[config.mk]
export PLATFORM = sky130hd
export DESIGN_NAME = abp_sender_ctrl
export DESIGN_NICKNAME = d
export VERILOG_FILES = /design/src/rtl/abp_sender_ctrl.sv
export SDC_FILE = /design/constraint.sdc
export NUM_CORES = 1
export LEC_CHECK = 0
export CORE_MARGIN = 2
export CORE_UTILIZATION = 40
export DETAILED_ROUTE_END_ITERATION = 16
export PLACE_DENSITY = 0.69
export SLEW_MARGIN = 20
export SYNTH_ARGS = -nofsm -noshare
export SYNTH_HDL_FRONTEND = slang
export SYNTH_SLANG_ARGS = --single-unit
[constraint.sdc]
create_clock -name aclk -period 2.6 [get_ports aclk]
set_clock_uncertainty 0.1 [all_clocks]
set_input_delay 0.52 -clock aclk [delete_from_list [all_inputs] [get_ports aclk]]
set_output_delay 0.52 -clock aclk [all_outputs]
set_load 0.02 [all_outputs]
[src/rtl/abp_sender_ctrl.sv]
// Alternating-bit-protocol sender sequencer: one packet outstanding, retransmit
// on timeout, advance value/bit on a matching acknowledgement.
module abp_sender_ctrl #(
  parameter int VALUE_SIZE     = 4,
  parameter int TIMEOUT_CYCLES = 1024,
  parameter int RETRY_LIMIT    = 8
) (
  input  logic                    aclk,
  input  logic                    aresetn,
  input  logic                    start,
  input  logic                    stop,
  input  logic [VALUE_SIZE*8-1:0] init_value,
  output logic                    tx_valid,
  output logic [VALUE_SIZE*8-1:0] tx_value,
  output logic                    tx_bit,
  input  logic                    tx_ready,
  input  logic                    ack_valid,
  input  logic [VALUE_SIZE*8-1:0] ack_value,
  input  logic                    ack_bit,
  output logic                    ack_ready,
  output logic                    busy,
  output logic                    error,
  output logic [31:0]             acked_count,
  output logic [15:0]             timeout_count,
  output logic [15:0]             stale_count
);

  localparam int W  = VALUE_SIZE * 8;
  localparam int TW = $clog2(TIMEOUT_CYCLES);
  localparam int RW = $clog2(RETRY_LIMIT + 2);
  localparam logic [TW-1:0] TIMER_LOAD = TW'(TIMEOUT_CYCLES - 1);
  localparam logic [RW-1:0] RETRY_MAX  = RW'(RETRY_LIMIT);

  typedef enum logic [1:0] {S_IDLE, S_SEND, S_WAIT, S_ERROR} state_e;

  state_e          state_q, state_d;
  logic [W-1:0]    value_q, value_d;
  logic            bit_q, bit_d;
  logic [TW-1:0]   timer_q, timer_d;
  logic [RW-1:0]   retries_q, retries_d;
  logic [31:0]     acked_q, acked_d;
  logic [15:0]     tmo_q, tmo_d;
  logic [15:0]     stale_q, stale_d;
  logic            rdy_q;

  logic            ack_acc;
  logic            ack_match;
  logic [RW-1:0]   retries_inc;

  function automatic logic [15:0] sat_inc16(input logic [15:0] c);
    return (c == 16'hFFFF) ? c : c + 16'd1;
  endfunction

  function automatic logic [RW-1:0] sat_inc_retry(input logic [RW-1:0] c);
    return (c == {RW{1'b1}}) ? c : c + 1'b1;
  endfunction

  assign ack_acc     = ack_valid && rdy_q;
  assign ack_match   = ack_acc && (state_q == S_WAIT) && (ack_bit == bit_q) && (ack_value == value_q);
  assign retries_inc = sat_inc_retry(retries_q);

  always_ff @(posedge aclk or negedge aresetn) begin
    if (!aresetn) begin
      state_q   <= S_IDLE;
      value_q   <= '0;
      bit_q     <= 1'b0;
      timer_q   <= '0;
      retries_q <= '0;
      acked_q   <= '0;
      tmo_q     <= '0;
      stale_q   <= '0;
      rdy_q     <= 1'b0;
    end else begin
      state_q   <= state_d;
      value_q   <= value_d;
      bit_q     <= bit_d;
      timer_q   <= timer_d;
      retries_q <= retries_d;
      acked_q   <= acked_d;
      tmo_q     <= tmo_d;
      stale_q   <= stale_d;
      rdy_q     <= 1'b1;
    end
  end

  always_comb begin
    state_d   = state_q;
    value_d   = value_q;
    bit_d     = bit_q;
    timer_d   = timer_q;
    retries_d = retries_q;
    acked_d   = acked_q;
    tmo_d     = tmo_q;
    stale_d   = stale_q;
    case (state_q)
      S_IDLE, S_ERROR: begin
        if (start) begin
          state_d   = S_SEND;
          value_d   = init_value;
          bit_d     = 1'b0;
          timer_d   = '0;
          retries_d = '0;
          acked_d   = '0;
          tmo_d     = '0;
          stale_d   = '0;
        end else if (ack_acc) begin
          stale_d = sat_inc16(stale_q);
        end
      end
      S_SEND: begin
        if (ack_acc) stale_d = sat_inc16(stale_q);
        if (tx_ready) begin
          state_d = S_WAIT;
          timer_d = TIMER_LOAD;
        end
      end
      S_WAIT: begin
        if (timer_q != '0) timer_d = timer_q - 1'b1;
        // A matching ack on the expiry cycle takes priority over the timeout.
        if (ack_match) begin
          value_d   = value_q + 1'b1;
          bit_d     = ~bit_q;
          retries_d = '0;
          acked_d   = acked_q + 32'd1;
          state_d   = stop ? S_IDLE : S_SEND;
        end else begin
          if (ack_acc) stale_d = sat_inc16(stale_q);
          if (timer_q == '0) begin
            tmo_d     = sat_inc16(tmo_q);
            retries_d = retries_inc;
            if ((RETRY_LIMIT != 0) && (retries_inc > RETRY_MAX)) state_d = S_ERROR;
            else                                                  state_d = S_SEND;
          end
        end
      end
      default: state_d = S_IDLE;
    endcase
  end

  always_comb begin
    tx_valid      = (state_q == S_SEND);
    tx_value      = value_q;
    tx_bit        = bit_q;
    ack_ready     = rdy_q;
    busy          = (state_q == S_SEND) || (state_q == S_WAIT);
    error         = (state_q == S_ERROR);
    acked_count   = acked_q;
    timeout_count = tmo_q;
    stale_count   = stale_q;
  end

endmodule

Word level (Yosys, flattened, before mapping)
Index checks and enable logic that the tools add are counted.
{"block": "op_classes", "add_sub_neg": 6, "mul": 0, "div": 0, "magnitude_cmp": 1, "n_eq_ne": 16, "n_shift": 0, "mux": 35, "n_bitwise": 1, "n_reduce_logical": 15}
{"operator": "2-to-1 mux 16 bit", "count": 8}
{"operator": "2-to-1 mux 32 bit", "count": 4}
{"operator": "one-hot mux 32 bit (2 select lines)", "count": 2}
{"operator": "adder 32 x 1 -> 32 bit (second input constant)", "count": 2}
{"operator": "one-hot mux 16 bit (3 select lines)", "count": 1}
{"operator": "adder 16 x 1 -> 16 bit (second input constant)", "count": 2}
{"operator": "equality test 16 bit (second input constant)", "count": 2}
{"operator": "equality test 32 bit", "count": 1}
{"operator": "one-hot mux 16 bit (2 select lines)", "count": 1}
{"operator": "2-to-1 mux 10 bit", "count": 3}
{"operator": "one-hot mux 10 bit (3 select lines)", "count": 1}
{"operator": "2-to-1 mux 4 bit", "count": 4}
{"operator": "AND reduction 3 bit", "count": 4}
{"operator": "zero test 10 bit", "count": 1}
{"operator": "2-to-1 mux 2 bit", "count": 5}
{"operator": "nonzero test 10 bit", "count": 1}
{"operator": "subtractor 10 x 1 -> 10 bit (second input constant)", "count": 1}
{"operator": "!= test 2 bit (second input constant)", "count": 4}
{"operator": "one-hot mux 4 bit (2 select lines)", "count": 1}
{"operator": "!= test 2 x 1 -> 1 bit (second input constant)", "count": 3}
{"operator": "one-hot mux 2 bit (3 select lines)", "count": 1}
{"operator": "AND reduction 5 bit", "count": 1}
{"operator": "adder 4 x 1 -> 4 bit (second input constant)", "count": 1}
{"operator": "equality test 2 bit (second input constant)", "count": 2}
{"operator": "13 further kinds", "count": 18}
{"block": "totals", "reg_bits": 114, "latchBits": 0, "mem_bits_rw": 0, "mem_bits_ro": 0, "in_bits": 71, "output_inout_bits": 101, "elab_cells": 83, "n_memories": 0}

Logic depth before layout (Yosys ltp)
{"block": "depth", "word_depth": 7, "mapped_depth": 11, "ltp_nobuf": 8}

Worst setup path before layout
Ideal clock, no wire load.
{"block": "synth_timing", "path_kind": "register -> register", "start": "register state_q[0]", "end": "register state_q[1]", "setup_ns": 0.125, "arrival_time_ns": 2.405, "t_required_ns": 2.375, "path_slack_ns": -0.029, "stages_incl_launch_ff": 10, "path_buffers": 1, "period_less_slack_ns": 2.629, "cell_sequence": "dfrtp_1 inv_1 ha_1 inv_2 or3_1 or4_4 nor3_4 buf_6 o22ai_1 mux2_2"}
{"block": "synth_via", "elab_chain_len": 6, "word_cells_on_any_way": 14, "cone_classes": "6 x eq/ne; 2 x mux; 6 x reduce/logical"}
{"element": "start, declared", "line": "36", "source": "state_e state_q, state_d;"}
{"element": "start signal, assigned", "line": "74", "source": "state_q <= state_d;"}
{"element": "equality test 2 bit", "line": "59, 95"}
{"element": "logical AND 1 bit (3 in series)", "line": "59", "source": "assign ack_match = ack_acc && (state_q == S_WAIT) && (ack_bit == bit_q) && (ack_value == value_q);"}
{"element": "!= test 3 x 2 -> 1 bit (no source line) or 2-to-1 mux 2 bit (tied branches)"}
{"element": "AND reduction 3 bit (no source line) or one-hot mux 2 bit (3 select lines) (tied branches)"}
Parallel ways exist; a longest one is shown, timed or not.
A chain may end at the register's enable or synchronous reset.

Worst setup path in the final report
{"block": "layout_timing", "start": "register acked_q[0], in the netlist acked_count[0]", "end": "register acked_q[24], in the netlist acked_count[24]"}
{"block": "layout_via", "elab_chain_len": 3}
{"element": "start, declared", "line": "41", "source": "logic [31:0] acked_q, acked_d;"}
{"element": "start signal, assigned", "line": "79", "source": "acked_q <= acked_d;"}
{"element": "adder 32 x 1 -> 32 bit", "line": "124", "source": "acked_d = acked_q + 32'd1;"}
{"element": "2-to-1 mux 32 bit", "line": "120", "source": "if (ack_match) begin"}
{"element": "one-hot mux 32 bit (2 select lines)", "line": "95", "source": "case (state_q)"}
Every way passes these cells. The select of a mux whose other input is x is not followed.

==> flow_metrics.env <==
export IMPL_status="complete, but fails checks"
export IMPL_violations="negative setup slack"
export IMPL_clk_latency_ns=0.43
export IMPL_final_cells=1338
export IMPL_yosysTopAreaCell="dfrtp_1"
export IMPL_vias=8045
export IMPL_crit_family="simple AND/OR/NAND/NOR gates"
export IMPL_post_route_period_util_pct=102.2
export IMPL_cp_buffers_inverters=0
export IMPL_crit_top_cell="nand3_1"
export IMPL_clockPowerShare_pct=21.7
export IMPL_final_max_slew_viol_count=0
export IMPL_rsz0062_at_grt="yes"
export IMPL_cts_tree="built"
export IMPL_fill_cells=1466
export IMPL_antenna_found_initial=0
export IMPL_post_drt_wl_per_cell_um=19.18
export IMPL_die_h_um=138.5
export IMPL_cts_root_buf="clkbuf_16"
export IMPL_crit_fanout=6
export IMPL_final_util_pct=62.96
export IMPL_critPathKind="reg2reg"
export IMPL_synth_area_top_cells="dfrtp_1 (39%), a21oi_1 (6.3%), o21ai_0 (4.4%)"
export IMPL_fin_area_mm2=0.01123
export IMPL_synthCells=857
export IMPL_seqPwrFrac_pct=21.4
export IMPL_netlist_cell_type_count=62
export IMPL_place_gp_congestion=0.8776
export IMPL_synth_flop_cell="dfrtp_1"
export IMPL_tightest_slew_ns=0.6612
export IMPL_syn2layout_area_growth_pct=55.28
export IMPL_antenna_left=0
export IMPL_critPathArrivalTime_ns=2.91
export IMPL_totalWireLength_um=25660
export IMPL_n_antenna_cell=0
export IMPL_fin_nets=1176
export IMPL_slowest_delay_ns=0.56
export IMPL_grt_use_total_pct=25.06
export IMPL_p_int_uw=6899
export IMPL_core_area_mm2=0.01784
export IMPL_crit_slowest_cell="or4_4"
export IMPL_ios=172
export IMPL_path_clk_slew_ns=0.06
export IMPL_p_per_area_mw_per_mm2=1055
export IMPL_avgSynthCellArea_um2=8.442
export IMPL_cts_sinks=114
export IMPL_setup_viol=15
export IMPL_drt_pass1_iterations=5
export IMPL_vdd_ir_drop_max_v=0.0007404
export IMPL_start_util_pct=40.55
export IMPL_holdBufCountCts=0
export IMPL_synth_edf_count=0
export IMPL_cts_buffers=17
export IMPL_io_buffers=171
export IMPL_synth_seq_area_share_pct=39.43
export IMPL_synth_most_common_cell="dfrtp_1"
export IMPL_hold_class="in2async"
export IMPL_critPathCaptureType="register"
export IMPL_placed_cell_area_mm2=0.009798
export IMPL_crit_required_ns=2.85
export IMPL_p_comb_share_pct=56.9
export IMPL_max_freq_mhz=376.4
export IMPL_fin_ws_ns=-0.05698
export IMPL_yosys_top_cells_count="dfrtp_1 (114), a21oi_1 (91), nand2_1 (79)"
export IMPL_cts_buffer_depth=2
export IMPL_drive_above_1_share_pct=21.19
export IMPL_grt_pass1_vias=7266
export IMPL_sw_frac_of_total_pct=41.80
export IMPL_die_area_mm2=0.01918
export IMPL_synth_top_area_share_pct=39.43
export IMPL_yosys_warnings=0
export IMPL_grt_max_degree=115
export IMPL_dp_hpwl_um=16750
export IMPL_path_cells="ha_1 -> and3_1 -> nand3_1 -> nor3_2 -> nand3_1 -> or4_4 -> a21oi_2"
export IMPL_maxSlewHeadroom_pct=55.92
export IMPL_synth_area_mm2=0.007234
export IMPL_p_leak_uw=0.004475
export IMPL_initialDrtViolationCount=706
export IMPL_grt_first_pass_wirelength_um=38950
export IMPL_min_period_ns=2.657
export IMPL_synthesis_nets=937
export IMPL_start_kind="register"
export IMPL_worst_hold_slack_ns=0.07078
export IMPL_die_x_um=138.5
export IMPL_row_count=49
export IMPL_dp_cells=1289
export IMPL_cts_max_level=4
export IMPL_switching_power_uw=4956
export IMPL_synth_ff_latch_count=114
export IMPL_drc_errors=0
export IMPL_synth_async_reset_ratio_pct=100.0
export IMPL_avgViaCountPerCell=6.013
export IMPL_hold_viol_final=0
export IMPL_grt_overflow=0
export IMPL_maxCapViolCount=0
==> power by group through the flow <==
stage                     combinational, uW  sequential [uW]  clock (uW)
after floorplan                        2640             2900           0
after global placement                 5460             2550           0
after detailed placement               5490             2550           0
after CTS                              5950             2530        2580
after global routing                   7160             2580        2680
final                                  6750             2540        2570
==> layout by cell type, fill, tap and decap left out, types with 14 or more instances in the layout <==
cell               n
a21oi_1           54
nand2b_1          19
clkbuf_16         21
nand3_1           49
and3_1            19
xor2_1            21
nor3_1            16
o22ai_1           21
dfrtp_1          114
nor2_1            29
clkdlybuf4s50_1  165
inv_1             19
o31ai_1           22
a31oi_1           18
buf_4             81
o21ai_0           60
nand2_1           79
and4_1            14
nand4_1           32
a21oi_2           35
==> routing by layer <==
layer  vias up  track usage [%]  wire length, um
met4         0            7.948              551
met5         -                0                0
met1      3908            34.59            11070
met3        53            5.646             1845
li1       3711                -                -
met2       373            39.34            12190
==> worst paths after layout <==
path,end,startpoint,cells past startpoint,slack (ns)
setup reg to reg,acked_count[24],acked_count[0],7,-0.06
hold / removal,stale_count[10],aresetn,2,0.07
setup / recovery,acked_count[24],acked_count[0],7,-0.06
min in group aclk,stale_count[10],stale_count[10],1,0.41
hold reg to reg,stale_count[10],stale_count[10],1,0.41
max in group asynchronous,tx_value[26],aresetn,2,1.81
==> cell type report <==
type                    instances  area, um2  share of cell area, %
inverters                      21      78.83                 0.7017
flip-flops and latches        114       2853                  25.40
clock buffers                  24      491.7                  4.377
well taps                     229      286.5                  2.551
repair buffers                278       2793                  24.86
clock inverters                 8      148.9                  1.325
multi-input cells             664       4582                  40.79
==> logic make-up (layout without fill, tap and decap cells) <==
kind of cell / after synthesis / in the layout / share of synthesized area [%]
compound gates: 264 / 264 / 22.19
other cells: 1 / 1 / 0.05184
simple gates: 341 / 341 / 26.13
flops: 114 / 114 / 39.43
mux: 15 / 15 / 2.110
fa+ha+maj: 9 / 9 / 1.557
buf+inv: 79 / 331 / 4.410
xor+xnor: 34 / 34 / 4.116
==> sequential cells by signal (all words and copies together) (netlist names) <==
signal,count
ack_ready,1
acked_count,32
retries_q,4
stale_count,16
state_q,2
timeout_count,16
timer_q,10
tx_bit,1
tx_value,32
==> per-stage QoR <==
step,setup slack [ns],setup TNS (ns),total power (uW)
after global routing,-0.1607,-5.195,12420
after CTS,-0.05503,-1.116,11070
after floorplan,0.03087,0,5545
after global placement,-0.5294,-38.85,8005
after detailed placement,-0.5707,-40.99,8042
final,-0.05698,-0.1888,11860
==> timing repair <==
| item | CTS | global route |
|---|---|---|
| setup endpoints to repair | 70 | 85 |
| setup buffers | 2 | 9 |
| gates cloned | 4 | 3 |
| pin swaps | 8 | 50 |
| resized for setup | 22 | 102 |
| endpoints found under the hold margin | 0 | 0 |
No activity file was read; power rests on OpenSTA's default activity.
